`src/rtl/cbud_counter_n.sv`:
```
// cbud_counter_n: parametrised synchronous up/down counter with modulus,
// optional saturation, cascade carry in/out and a registered wrap pulse.
// Chain instances by feeding one stage's o_cao into the next stage's i_cai
// with i_en common to all stages; stage 0 has i_cai tied high.
module cbud_counter_n #(
    parameter int                 WIDTH      = 8,
    parameter longint             MODULUS    = 0,
    parameter logic [WIDTH-1:0]   PRESET_VAL = '1,
    parameter bit                 SATURATE   = 1'b0
) (
    input  logic             i_clk,
    input  logic             i_rst,
    input  logic             i_cs,
    input  logic             i_sd,
    input  logic             i_ld,
    input  logic             i_en,
    input  logic             i_cai,
    input  logic             i_up,
    input  logic [WIDTH-1:0] i_d,
    output logic [WIDTH-1:0] o_q,
    output logic             o_cao,
    output logic             o_tcq
);

    // Highest count value; MODULUS=0 selects the full binary range.
    localparam logic [WIDTH-1:0] TOP  = (MODULUS == 0) ? {WIDTH{1'b1}} : WIDTH'(MODULUS - 1);
    localparam logic [WIDTH-1:0] ZERO = '0;
    localparam logic [WIDTH-1:0] ONE  = WIDTH'(1);

    logic [WIDTH-1:0] r_q;
    logic             r_tcq;

    logic             w_step;
    logic             w_at_top;
    logic             w_at_zero;
    logic             w_at_term;
    logic [WIDTH-1:0] w_d_clamp;
    logic [WIDTH-1:0] w_q_nxt;
    logic             w_tcq_nxt;

    assign w_step    = i_en & i_cai;
    assign w_at_top  = (r_q == TOP);
    assign w_at_zero = (r_q == ZERO);
    // Terminal value follows the current direction, so a change of i_up
    // moves o_cao in the same cycle.
    assign w_at_term = i_up ? w_at_top : w_at_zero;
    // Loads beyond the wrap point are pulled back to TOP so Q never leaves range.
    assign w_d_clamp = (i_d > TOP) ? TOP : i_d;

    // Next-state selection: clear > preset > load > count; everything else holds.
    always_comb begin
        w_q_nxt   = r_q;
        w_tcq_nxt = 1'b0;
        if (i_cs) begin
            w_q_nxt = ZERO;
        end else if (i_sd) begin
            w_q_nxt = PRESET_VAL;
        end else if (i_ld) begin
            w_q_nxt = w_d_clamp;
        end else if (w_step) begin
            if (i_up) begin
                if (w_at_top) begin
                    w_q_nxt   = SATURATE ? TOP : ZERO;
                    w_tcq_nxt = ~SATURATE;
                end else begin
                    w_q_nxt = r_q + ONE;
                end
            end else begin
                if (w_at_zero) begin
                    w_q_nxt   = SATURATE ? ZERO : TOP;
                    w_tcq_nxt = ~SATURATE;
                end else begin
                    w_q_nxt = r_q - ONE;
                end
            end
        end
    end

    // State register; reset overrides every other control on the same edge.
    always_ff @(posedge i_clk) begin
        if (i_rst) begin
            r_q   <= ZERO;
            r_tcq <= 1'b0;
        end else begin
            r_q   <= w_q_nxt;
            r_tcq <= w_tcq_nxt;
        end
    end

    assign o_q   = r_q;
    assign o_tcq = r_tcq;
    assign o_cao = w_step & w_at_term;

endmodule

```
`config.mk`:
```
export PLATFORM = sky130hd
export DESIGN_NAME = cbud_counter_n
export DESIGN_NICKNAME = d
export VERILOG_FILES = /design/src/rtl/cbud_counter_n.sv
export SDC_FILE = /design/constraint.sdc
export NUM_CORES = 1
export LEC_CHECK = 0
export BUFFER_PORTS_ARGS = -buffer_cell sky130_fd_sc_hd__buf_4
export CORE_ASPECT_RATIO = 1.1
export CORE_MARGIN = 8
export CORE_UTILIZATION = 50
export DETAILED_ROUTE_END_ITERATION = 7
export PLACE_DENSITY = 0.8
export SLEW_MARGIN = 20
export SYNTH_ARGS = -nofsm -noshare
export SYNTH_HDL_FRONTEND = slang
export SYNTH_SLANG_ARGS = --single-unit
```
`constraint.sdc`:
```
create_clock -name i_clk -period 4.7 [get_ports i_clk]
set_clock_uncertainty 0.1 [all_clocks]
set_input_delay 0 -clock i_clk [delete_from_list [all_inputs] [get_ports i_clk]]
set_output_delay 0 -clock i_clk [all_outputs]
set_load 0.01 [all_outputs]
```
=== After elaboration in Yosys (flattened, before gate mapping) ===
Cells that the tools add are included.

* Order comparisons: 1
* Add/sub/neg operators: 2
* Eq/ne operators: 1
* Bitwise logic cells: 3
* Mux-type cells: 11
* Reductions and logical operators: 4

{| class="wikitable"
|+ Operators with widths
! kind !! number
|-
| $mux W8 || 7
|-
| $add A8 B1 Y8 const B || 1
|-
| $eq A8 B8 Y1 const B || 1
|-
| $gt A8 B8 Y1 const B || 1
|-
| $logic_not A8 Y1 || 1
|-
| $sub A8 B1 Y8 const B || 1
|-
| $reduce_or A5 Y1 || 1
|-
| $mux W1 || 4
|-
| $reduce_bool A3 Y1 || 1
|-
| $and A1 B1 Y1 || 2
|-
| $reduce_or A2 Y1 || 1
|-
| $not A1 Y1 || 1
|}

* Logic and storage cells: 24
* Register bits after elaboration: 9
* Output and inout bits: 10

=== Longest topological paths before layout ===
Gate-level depths: netlist of run 1.

* Depth in word-level cells: 6
* Mapped depth: 6

=== Worst setup path after synthesis of run 1 ===
No wires, ideal clock.

* Path type: register to register
* From: reg r_q[0], in the netlist o_q[0]
* To: reg r_tcq, in the netlist o_tcq
* Stages on the path, launching flop included: 7
* Data required time: 4.521 ns
* Clock period less this slack: 2.132 ns
* Setup time: 0.079 ns
* Slack: 2.568 ns
* Arrival time: 1.953 ns
* Cell sequence: dfxtp_1 inv_1 ha_1 or4b_4 or4_4 or2_4 a211oi_2

* Cells in the longest elaborated chain, start to end: 3
* Elaborated cells between the ends (all ways): 5
* Classes of those cells: eq/ne (1); mux (3); reduce/logical (1)

{| class="wikitable"
|+ RTL lines
! what !! line !! source
|-
| start: declaration || 30 || <nowiki>logic [WIDTH-1:0] r_q;</nowiki>
|-
| start signal: assignment || 85 || <nowiki>r_q <= w_q_nxt;</nowiki>
|-
| $eq A8 B8 Y1 / $logic_not A8 Y1 (equally long branches) || 42, 43 ||
|-
| $mux W1 (on tied branches) || 62, 69 ||
|-
| $mux W1 (*) || 61 || <nowiki>if (i_up) begin</nowiki>
|-
| end signal: assignment || 86 || <nowiki>r_tcq <= w_tcq_nxt;</nowiki>
|-
| end: declaration || 31 || <nowiki>logic r_tcq;</nowiki>
|}

Every way passes the cells marked *; elsewhere a longest branch is shown, timed or not.
A chain may end at the register's enable or synchronous reset.

=== Worst setup path after layout of run 1 ===
* From: reg r_q[0], in the netlist o_q[0]
* To: out o_cao

* Cells in the longest elaborated chain, start to end: 3
* Elaborated cells between the ends (all ways): 4
* Classes of those cells: eq/ne (1); mux (1); bitwise (1); reduce/logical (1)

{| class="wikitable"
|+ RTL lines
! what !! line !! source
|-
| $eq A8 B8 Y1 / $logic_not A8 Y1 (equally long branches) || 42, 43 ||
|-
| $mux W1 (*) || 46 || <nowiki>assign w_at_term = i_up ? w_at_top : w_at_zero;</nowiki>
|-
| $and A1 B1 Y1 (*) || 92 || <nowiki>assign o_cao = w_step & w_at_term;</nowiki>
|-
| end: declaration || 21 || <nowiki>output logic o_cao,</nowiki>
|}

Marked as above.

==> out/metrics.cfg, run 1 <==
[clock_tree]
cts_root_buf = clkbuf_4
cts_resized = 0
post_cts_buffers = 0
ctsLongestPathBuffers = 2
clk_latency_ps = 280
clk_pin_slew_ps = 70
clock-sinks = 9
cts_buffers = 3
htreeDepth = 1
cts_tree = built

[worst_setup_path]
reg2reg_slack_ps = 2480
path_max_fanout = 10
cp.buffers_inverters = 2
startpoint = o_q[0]$_SDFFE_PP0P_
r2r-end = o_tcq$_SDFF_PP0_
critPathRequiredTime_ps = 4600
end_kind = output port
crit_family = simple AND/OR/NAND/NOR gates
cp.depth = 7
cpMaxStageDelayCell = or4b_4
worstPathCellList = inv_1 > ha_1 > or4b_4 > or4_4 > or2_4 > a21oi_1 > buf_4
start_kind = flop
max_stage_delay_ps = 480
crit_arrival_ps = 2400
endpoint = o_cao
worstSetupPathType = flop to output port
reg2reg_depth = 6
r2r_start = o_q[0]$_SDFFE_PP0P_

[placed_design]
portBuffers = 25
gp_congestion = 0.862
hpwl_um = 1940

[global_route]
grt_remaining_overflow = 0
grt_pass1_vias = 928
grt_max_degree = 19
grt_use_total = 0.150
grt_antenna_before_repair = 0
grt_pass1_wl_um = 4150

[synthesis]
avgSynthCellArea_um2 = 6.99
synth-edff-count = 0
synth_top_area_frac = 0.203
ys_ff_latch = 9
netlist_instances = 127
synth.distinct_cells = 38
synth_ff_type = dfxtp_1
yosys_warnings = 0
async_flop_share = 0
syn_area_um2 = 887
synth_top_area_cell = dfxtp_1
synth_area_leaders = dfxtp_1, a21oi_1, o21ai_0, nor2_1, nor2b_1
yosys-top-cells-count = a21oi_1, nor2_1, o21ai_0, dfxtp_1, nand3_1
ys_seq_area_frac = 0.203
syn-num-nets = 146

[power]
p_sw_frac = 0.346
cell_internal_pwr_uw = 153
power.switching_uw = 80.5
pwr-share-seq = 0.394
vdd_drop_max_v = 0.000135
p_per_area_nw_per_um2 = 213
combPwrFrac = 0.321
p_leak_uw = 0.000436
pwr-share-clk = 0.285

[drt]
dr.first_iter.drc_count = 35
routed_via_density = 6.02
wl_per_cell_um = 15.3
drc = 0
ant_nets = 0
wirelength_um = 2530
vias = 1000
dr.pass1.iters = 4

[timing]
worst_pin_slew_ps = 487
period_share = 0.533
min_period_ps = 2500
clock.fmax_mhz = 399
grt_setup_unrepaired = no
hold_viol = 0
maxSlewViolCount = 0
setup_tns_ps = 0
setup-violations-final = 0
maxSlewHeadroom = 0.674

[final_layout]
utilization = 0.637
antenna_cells = 0
area_delta_synth_final_pct = 23.6
finalNetCount = 168
drive_gt1_frac = 0.236
multi_input_area_um2 = 641
nFillCells = 154
regArea_um2 = 180

[die]
row_count = 16
pin_count = 26
fp.dieW_um = 56.2
coreArea_um2 = 1720
dieArea_um2 = 3380
die_h_um = 60.2
initial_core_util = 0.515

[min_path]
hold_class = input port to flop

[run]
cap_violations = 0

[status]
outcome = completed

power groups by stage:
| stage | clock network [uW] | registers, uW | logic (uW) |
|---|---|---|---|
| 6_report | 66.5 | 91.8 | 74.8 |
| 5_1_grt | 70.5 | 93.2 | 82.9 |
| 4_1_cts | 65.9 | 91.5 | 74.8 |
| 3_5_place_dp | 0 | 93.3 | 73.3 |
| 3_3_place_gp | 0 | 92.9 | 71.6 |
| 2_1_floorplan | 0 | 88.4 | 52.7 |
how the worst min path moves through the flow:
stage,from,end,cells past startpoint
floorplan,i_d[1],o_q[1]$_SDFFE_PP0P_,3
global placement,i_sd,o_q[1]$_SDFFE_PP0P_,2
detailed placement,i_sd,o_q[1]$_SDFFE_PP0P_,2
CTS,i_cs,o_q[0]$_SDFFE_PP0P_,4
global route,i_cs,o_tcq$_SDFF_PP0_,4
finish,i_cs,o_tcq$_SDFF_PP0_,4
placed cells by master (no fill, tap or decap), types with 2 or more instances in the layout:
cell type and instances:
a31o_2 2, o21ai_0 11, nor2_1 13, nand3_1 8, or3_1 3, buf_4 25, nand2b_1 2, or4_1 2
clkbuf_4 3, nor4b_1 2, dlygate4sd3_1 2, nor3_1 3, xnor2_1 3, nor2b_1 7, nand2_1 6, inv_1 5
a21oi_1 13, a31oi_1 6, o21a_1 2, dfxtp_1 9, ha_1 3, a211oi_1 2
routing by layer:
metal  part of all wire  GRT usage  vias up
li1                   -          -      504
met1               0.42      0.173      440
met2               0.49      0.255       51
met3              0.082     0.0361        5
met4              0.015     0.0653        0
met5                  0          0        -
layout make-up:
cell class,instances,area share
Inverter,5,0.0171
Tap cell,18,0.0205
Multi-Input combinational cell,103,0.584
Timing Repair Buffer,27,0.189
Clock buffer,4,0.0240
Sequential cell,9,0.164
kinds of logic after synthesis:
family	count (synthesis)	share of synthesized area
DFF	9	0.203
and+or+nand+nor	52	0.326
adders and majority gates	3	0.0423
muxes	2	0.0240
buffers and inverters	15	0.0747
AOI/OAI and AO/OA	43	0.300
xor gates and xnor gates	3	0.0296
metrics by stage:
stage / setup slack, ps / instances / area, um2 / total power (uW) / hold WS (ps)
4_1_cts: 2190 / 166 / 1100 / 232 / 1.62
3_5_place_dp: 2470 / 160 / 1050 / 167 / 195
5_1_grt: 2080 / 166 / 1100 / 247 / 23.0
2_1_floorplan: 2570 / 127 / 887 / 141 / 114
6_report: 2200 / 166 / 1100 / 233 / 2.62
3_3_place_gp: 2540 / 160 / 1050 / 164 / 190
flip-flops by register name (all words and copies together) (netlist names):
register / flops
o_tcq: 1
o_q: 8
worst register-to-register path, stage by stage, from the launching register on:
cell	delay [ps]
dfxtp_1	390
inv_1	110
ha_1	140
or4b_4	480
or4_4	450
or2_4	260
a211oi_2	210
timing repair:
| action | 4_1_cts | 5_1_grt |
|---|---|---|
| setup endpoints to repair | 0 | 0 |
| hold endpoints to repair | 1 | 0 |
| hold buffers | 2 | 0 |
No activity file was read; power rests on OpenSTA's default activity.
==> run 2, diff against run 1 <==
Settings changed: ABC_AREA from default to 1.
Clock period 4.7 ns to 2.47 ns, I/O delays scaled along.
==> run 2 against run 1 <==
Against the previous run:
- design area is 11% higher
- global-route usage increased by 1.7 points
- combinational power grew 140%
- non-clock buffer count up 12
- first-iteration DRC count down 23%
- largest power group is now combinational cells
==> out/metrics.cfg, run 2 <==
[status]
outcome = completed  ; unchanged

[drt]
vias = 1080  ; was 1000
ant_nets = 0  ; unchanged
wirelength_um = 2750  ; was 2530 um
drc = 0  ; unchanged
dr.first_iter.drc_count = 27  ; was 35
wl_per_cell_um = 13.5  ; was 15.3 um
routed_via_density = 5.29  ; was 6.02
dr.pass1.iters = 4  ; unchanged

[final_layout]
area_delta_synth_final_pct = 37.8  ; was 23.6%
layout_common_cells = nand2_1, buf_4, inv_1, nand3_1  ; was buf_4, nor2_1, a21oi_1
finalNetCount = 206  ; was 168
final_common_cell = nand2_1  ; was buf_4
drive_gt1_frac = 0.210  ; was 0.236
utilization = 0.705  ; was 0.637
largest_reg_flops = 8  ; unchanged
antenna_cells = 0  ; unchanged

[clock_tree]
post_cts_buffers = 0  ; unchanged
htreeDepth = 1  ; unchanged
cts_resized = 0  ; unchanged
cts_tree = built  ; unchanged
cts_buffers = 3  ; unchanged
clk_latency_ps = 260  ; was 280 ps
cts_root_buf = clkbuf_4  ; unchanged
clock-sinks = 9  ; unchanged
clk_pin_slew_ps = 70  ; about the same
ctsLongestPathBuffers = 2  ; unchanged

[power]
p_leak_uw = 0.000619  ; was 0.000436 uW
totalPowerFinal_uw = 465  ; was 233 uW
vdd_drop_max_v = 0.000287  ; was 0.000135 V
p_per_area_nw_per_um2 = 383  ; was 213 nW/um2

[synthesis]
syn-num-nets = 167  ; was 146
syn_area_um2 = 881  ; was 887 um2
synth_top_area_frac = 0.205  ; was 0.203
yosys.area_share.simple = 0.376  ; was 0.326
synth_ff_type = dfxtp_1  ; unchanged
synth-edff-count = 0  ; unchanged
muxShareOfSynthArea = 0  ; was 0.0240
synth_most_common_cell = nand2_1
ys_seq_area_frac = 0.205  ; was 0.203
yosys-top-cells-count = nand2_1, inv_1, nand3_1, a21oi_1, o21ai_0  ; was a21oi_1, nor2_1, o21ai_0, dfxtp_1, nand3_1
synth_area_leaders = dfxtp_1, nand2_1, nand3_1, a21oi_1, o21ai_0  ; was dfxtp_1, a21oi_1, o21ai_0, nor2_1, nor2b_1
synth_top_area_cell = dfxtp_1  ; unchanged
synth.distinct_cells = 24  ; was 38
ys_ff_latch = 9  ; unchanged
synth_xor_area_frac = 0.0298  ; was 0.0296
synth-adder-area-share = 0.0426  ; was 0.0423
synth-compound-area-share = 0.210  ; was 0.300
synth_top_family_by_area = simple AND/OR/NAND/NOR gates  ; unchanged
netlist_instances = 148  ; was 127
yosys_warnings = 0  ; unchanged
async_flop_share = 0  ; unchanged
avgSynthCellArea_um2 = 5.95  ; was 6.99 um2

[timing]
maxSlewHeadroom = 0.668  ; was 0.674
min_period_ps = 2150
grt_setup_unrepaired = no  ; unchanged
period_share = 0.872
setup-violations-final = 0  ; unchanged
maxSlewViolCount = 0  ; unchanged
worst_pin_slew_ps = 496  ; was 487 ps
setup_ws_ps = 317  ; was 2200 ps
clock.fmax_mhz = 464
hold_viol = 0  ; unchanged
setup_tns_ps = 0  ; unchanged

[global_route]
grt_pass1_vias = 1082  ; was 928
grt_pass1_wl_um = 4710  ; was 4150 um
grt_max_degree = 13  ; was 19
grt_antenna_before_repair = 0  ; unchanged
grt_use_total = 0.166  ; was 0.150
grt_remaining_overflow = 0  ; unchanged

[worst_setup_path]
path_max_fanout = 7  ; was 10
end_kind = flop  ; was output port
start_kind = flop  ; unchanged
critPathRequiredTime_ps = 2570  ; was 4600 ps
crit_arrival_ps = 2250  ; was 2400 ps
worstSetupPathType = flop to flop  ; was flop to output port

[die]
dieArea_um2 = 3360  ; was 3380 um2
die_h_um = 60.0  ; was 60.2 um
coreArea_um2 = 1720  ; unchanged
fp.dieW_um = 56.0  ; was 56.2 um
pin_count = 26  ; unchanged
row_count = 16  ; unchanged
initial_core_util = 0.512  ; was 0.515

[placed_design]
gp_congestion = 0.847  ; was 0.862
pre_cts_ws_ps = 898  ; was 2470 ps
portBuffers = 25  ; unchanged
hpwl_um = 1980  ; was 1940 um

[run]
cap_violations = 0  ; unchanged

[min_path]
hold_class = input port to flop  ; unchanged

[run 2: cell count changes after synthesis, sizes merged, moves of 3 or more]
cell | before | now
a31oi | 6 | 1
nor2b | 7 | 0
o21ai | 11 | 15
a21oi | 13 | 16
or4 | 3 | 0
or3 | 3 | 0
nand2 | 6 | 40
nand3 | 8 | 18
clkbuf | 6 | 1
inv | 5 | 19
a211oi | 3 | 0
[run 2: critical path, cell delays in order (launching register included)]
cell and delay (ps):
dfxtp_1 370, inv_1 130, ha_1 160, inv_1 60, nor3_2 160, nand3_2 200
nand2_1 140, nand3_1 100, dlygate4sd3_1 580, nor2_1 100
[run 2: metrics by stage]
step	std cells	area (um2)	hold slack, ps
finish	204	1210	18.8
global route	204	1210	35.0
CTS	204	1210	9.68
detailed placement	186	1050	170
global placement	186	1050	166
floorplan	148	881	38.8
[run 2: cell type report]
| cell class | instances | area [um2] |
|---|---|---|
| Multi-Input combinational cell | 114 | 581 |
| Fill cell | 147 | 508 |
| Timing Repair Buffer | 39 | 328 |
| Sequential cell | 9 | 180 |
| Inverter | 20 | 76.3 |
| Clock buffer | 4 | 26.3 |
| Tap cell | 18 | 22.5 |
[run 2: path summary, 6_finish.rpt]
check                      start                   to  slack, ps  cells past startpoint
max          o_q[0]$_SDFFE_PP0P_     o_tcq$_SDFF_PP0_        320                      9
min                         i_cs  o_q[0]$_SDFFE_PP0P_         20                      4
max reg2reg  o_q[0]$_SDFFE_PP0P_     o_tcq$_SDFF_PP0_        320                      9
min reg2reg  o_q[0]$_SDFFE_PP0P_  o_q[0]$_SDFFE_PP0P_        540                      2
[run 2: power by group]
group | internal [uW] | leakage [uW] | switching (uW)
clock network | 62.2 | 0.0000150 | 52.9
logic | 81.6 | 0.000530 | 95.7
registers | 154 | 0.0000741 | 18.9
[run 2: cell families after synthesis]
family                   after synthesis
AND/OR/NAND/NOR                       74
AO/OA/AOI/OAI                         34
buffers and inverters                 25
flip-flops                             9
XOR/XNOR                               3
adder cells (fa/ha/maj)                3
[run 2: metal layers]
layer  up-vias  track usage  share of wire
li1        562            -              -
met4         0       0.0687          0.017
met5         -            0              0
met1       481        0.182           0.43
met3         6       0.0255          0.037
met2        31        0.311           0.52
[run 2: repair_timing]
item	4_1_cts	5_1_grt
endpoints found under the hold margin	9	0
setup endpoints to repair	0	0
hold buffers	14	0
==> run 3, diff against run 2 <==
Settings changed: ABC_AREA 1 to 0.
==> run 3 against run 2 <==
Against the previous run:
- the run now ends with negative hold slack left
- hold slack lost 24 ps
- worst setup slack got worse by 300 ps
- register-to-register slack worse by 40 ps
- combinational power shrank 3%
- cell count is 14% lower
- non-clock buffer count down 3
- total power grew 1.3%
- clock-buffer cell count unchanged
- core utilization is 0.94 points lower
- via count down 0.56%
- clock power grew 13%
- critical path type is now flop to output port
- largest power group unchanged
==> out/metrics.cfg, run 3 (synthesis results as in run 1) <==
[timing]
min_period_ps = 2460  ; was 2150 ps
clock.fmax_mhz = 407  ; was 464 MHz
grt_setup_unrepaired = yes  ; was no
maxSlewViolCount = 0  ; unchanged
maxSlewHeadroom = 0.674  ; was 0.668
setup_ws_ps = 14.5  ; was 317 ps
period_share = 0.994  ; was 0.872
hold_viol = 2  ; was 0
setup-violations-final = 0  ; unchanged
worst_pin_slew_ps = 487  ; was 496 ps
hold_ws_ps = -5.01  ; was 18.8 ps

[global_route]
grt_antenna_before_repair = 0  ; unchanged
grt_use_total = 0.162  ; was 0.166
grt_pass1_wl_um = 4440  ; was 4710 um
grt_remaining_overflow = 0  ; unchanged
grt_max_degree = 19  ; was 13
grt_pass1_vias = 963  ; was 1082

[die]
pin_count = 26  ; unchanged
dieArea_um2 = 3380  ; was 3360 um2
coreArea_um2 = 1720  ; unchanged
die_h_um = 60.2  ; was 60.0 um
fp.dieW_um = 56.2  ; was 56.0 um
initial_core_util = 0.515  ; was 0.512
row_count = 16  ; unchanged

[min_path]
hold_class = input port to flop  ; unchanged

[clock_tree]
clock-sinks = 9  ; unchanged
ctsLongestPathBuffers = 2  ; unchanged
clk_pin_slew_ps = 70  ; about the same
htreeDepth = 1  ; unchanged
clk_latency_ps = 280  ; was 260 ps
cts_buffers = 3  ; unchanged
cts_tree = built  ; unchanged
cts_root_buf = clkbuf_4  ; unchanged

[final_layout]
largest_reg_flops = 8  ; unchanged
final_area_um2 = 1200  ; was 1210 um2
finalNetCount = 177  ; was 206
antenna_cells = 0  ; unchanged
layout_common_cells = buf_4, nor2_1, a21oi_1  ; was nand2_1, buf_4, inv_1, nand3_1
drive_gt1_frac = 0.306  ; was 0.210
area_delta_synth_final_pct = 35.0  ; was 37.8%
final_common_cell = buf_4  ; was nand2_1

[worst_setup_path]
cpMaxStageDelayCell = or4_4  ; was dlygate4sd3_1
cp.depth = 7  ; was 9
reg2reg_slack_ps = 280  ; was 320 ps
cp.buffers_inverters = 2  ; was 3
max_stage_delay_ps = 520  ; was 580 ps
r2r_start = o_q[1]$_SDFFE_PP0P_  ; was o_q[0]$_SDFFE_PP0P_
reg2reg_depth = 6  ; was 9
worstPathCellList = inv_4 > ha_4 > or4b_4 > or4_4 > or2_4 > a21oi_2 > buf_4  ; was inv_1 > ha_1 > inv_1 > nor3_2 > nand3_2 > nand2_1 > nand3_1 > dlygate4sd3_1 > nor2_1
critPathRequiredTime_ps = 2370  ; was 2570 ps
start_kind = flop  ; unchanged
crit_arrival_ps = 2360  ; was 2250 ps
r2r-end = o_tcq$_SDFF_PP0_  ; unchanged
worstSetupPathType = flop to output port  ; was flop to flop
endpoint = o_cao  ; was o_tcq$_SDFF_PP0_
startpoint = o_q[1]$_SDFFE_PP0P_  ; was o_q[0]$_SDFFE_PP0P_
end_kind = output port  ; was flop
crit_family = simple AND/OR/NAND/NOR gates  ; was buffers and inverters
path_max_fanout = 6  ; was 7

[drt]
dr.first_iter.drc_count = 50  ; was 27
wl_per_cell_um = 16.6  ; was 13.5 um
routed_via_density = 6.14  ; was 5.29
dr.pass1.iters = 4  ; unchanged
vias = 1074  ; was 1080
wirelength_um = 2900  ; was 2750 um
drc = 0  ; unchanged
ant_nets = 0  ; unchanged

[placed_design]
pre_cts_ws_ps = 268  ; was 898 ps
hpwl_um = 1930  ; was 1980 um
gp_congestion = 0.866  ; was 0.847
portBuffers = 25  ; unchanged
placed_area_um2 = 1060  ; was 1050 um2

[power]
p_leak_uw = 0.000482  ; was 0.000619 uW
p_per_area_nw_per_um2 = 393  ; was 383 nW/um2
vdd_drop_max_v = 0.000267  ; was 0.000287 V

[status]
failed_checks = negative hold slack
outcome = complete, but fails checks  ; was completed

[run]
cap_violations = 0  ; unchanged

run 3: cell count changes in the layout (fill, tap and decap cells not counted), moves of 5 or more:
| cell | delta |
|---|---|
| nor2b_1 | +7 |
| dlygate4sd3_1 | -10 |
| buf_4 | +7 |
| a31oi_1 | +5 |
| inv_1 | -14 |
| nand2_1 | -31 |
| nand3_1 | -9 |
run 3: worst reg2reg max path, delay by kind of cell (launching register included):
family,cells,cell delay [ps]
compound gates,1,200
fa+ha+maj,1,110
buf+inv,1,60
flops,1,370
simple gates,3,1270
run 3: layout make-up:
type,instances,area (um2)
sequential,9,188
timing repair buffer,36,280
clock buffer,4,26.3
inverter,5,23.8
fill,142,524
tap,18,22.5
multi-input combinational,103,657
run 3: worst min path at each step:
stage                       from                  end  cells past startpoint
after floorplan           i_d[1]  o_q[1]$_SDFFE_PP0P_                      3
after global placement      i_sd  o_q[1]$_SDFFE_PP0P_                      2
after detailed placement    i_sd  o_q[1]$_SDFFE_PP0P_                      2
after CTS                  i_rst  o_q[3]$_SDFFE_PP0P_                      4
after global routing       i_rst     o_tcq$_SDFF_PP0_                      4
final                      i_rst     o_tcq$_SDFF_PP0_                      4
run 3: repair_timing:
| action | CTS | global route |
|---|---|---|
| setup buffers | 0 | 5 |
| pin swaps | 0 | 3 |
| gates resized for setup | 2 | 9 |
| endpoints found under the setup margin | 1 | 1 |
| hold buffers | 4 | 0 |
| endpoints found under the hold margin | 3 | 0 |
run 3: metrics by stage:
| step | utilization | setup TNS (ps) | instances | power [uW] |
|---|---|---|---|---|
| 2_1_floorplan | - | 0 | 127 | 268 |
| 3_3_place_gp | 0.618 | 0 | 162 | 317 |
| 3_5_place_dp | 0.618 | 0 | 162 | 320 |
| 4_1_cts | 0.658 | 0 | 170 | 450 |
| 5_1_grt | 0.695 | -32.3 | 175 | 498 |
| 6_report | 0.695 | 0 | 175 | 471 |
run 3: power breakdown:
| group | total [uW] | internal, uW | switching, uW |
|---|---|---|---|
| clock | 130 | 62.9 | 67.1 |
| sequential | 170 | 152 | 17.3 |
| combinational | 171 | 88.1 | 83.3 |
| total | 471 | 303 | 168 |
run 3: layer usage:
metal	GRT usage	vias up	wire length, um
met5	0	-	0
met4	0.0619	0	27
met3	0.0488	2	205
met2	0.288	53	1420
met1	0.176	493	1250
li1	-	526	-
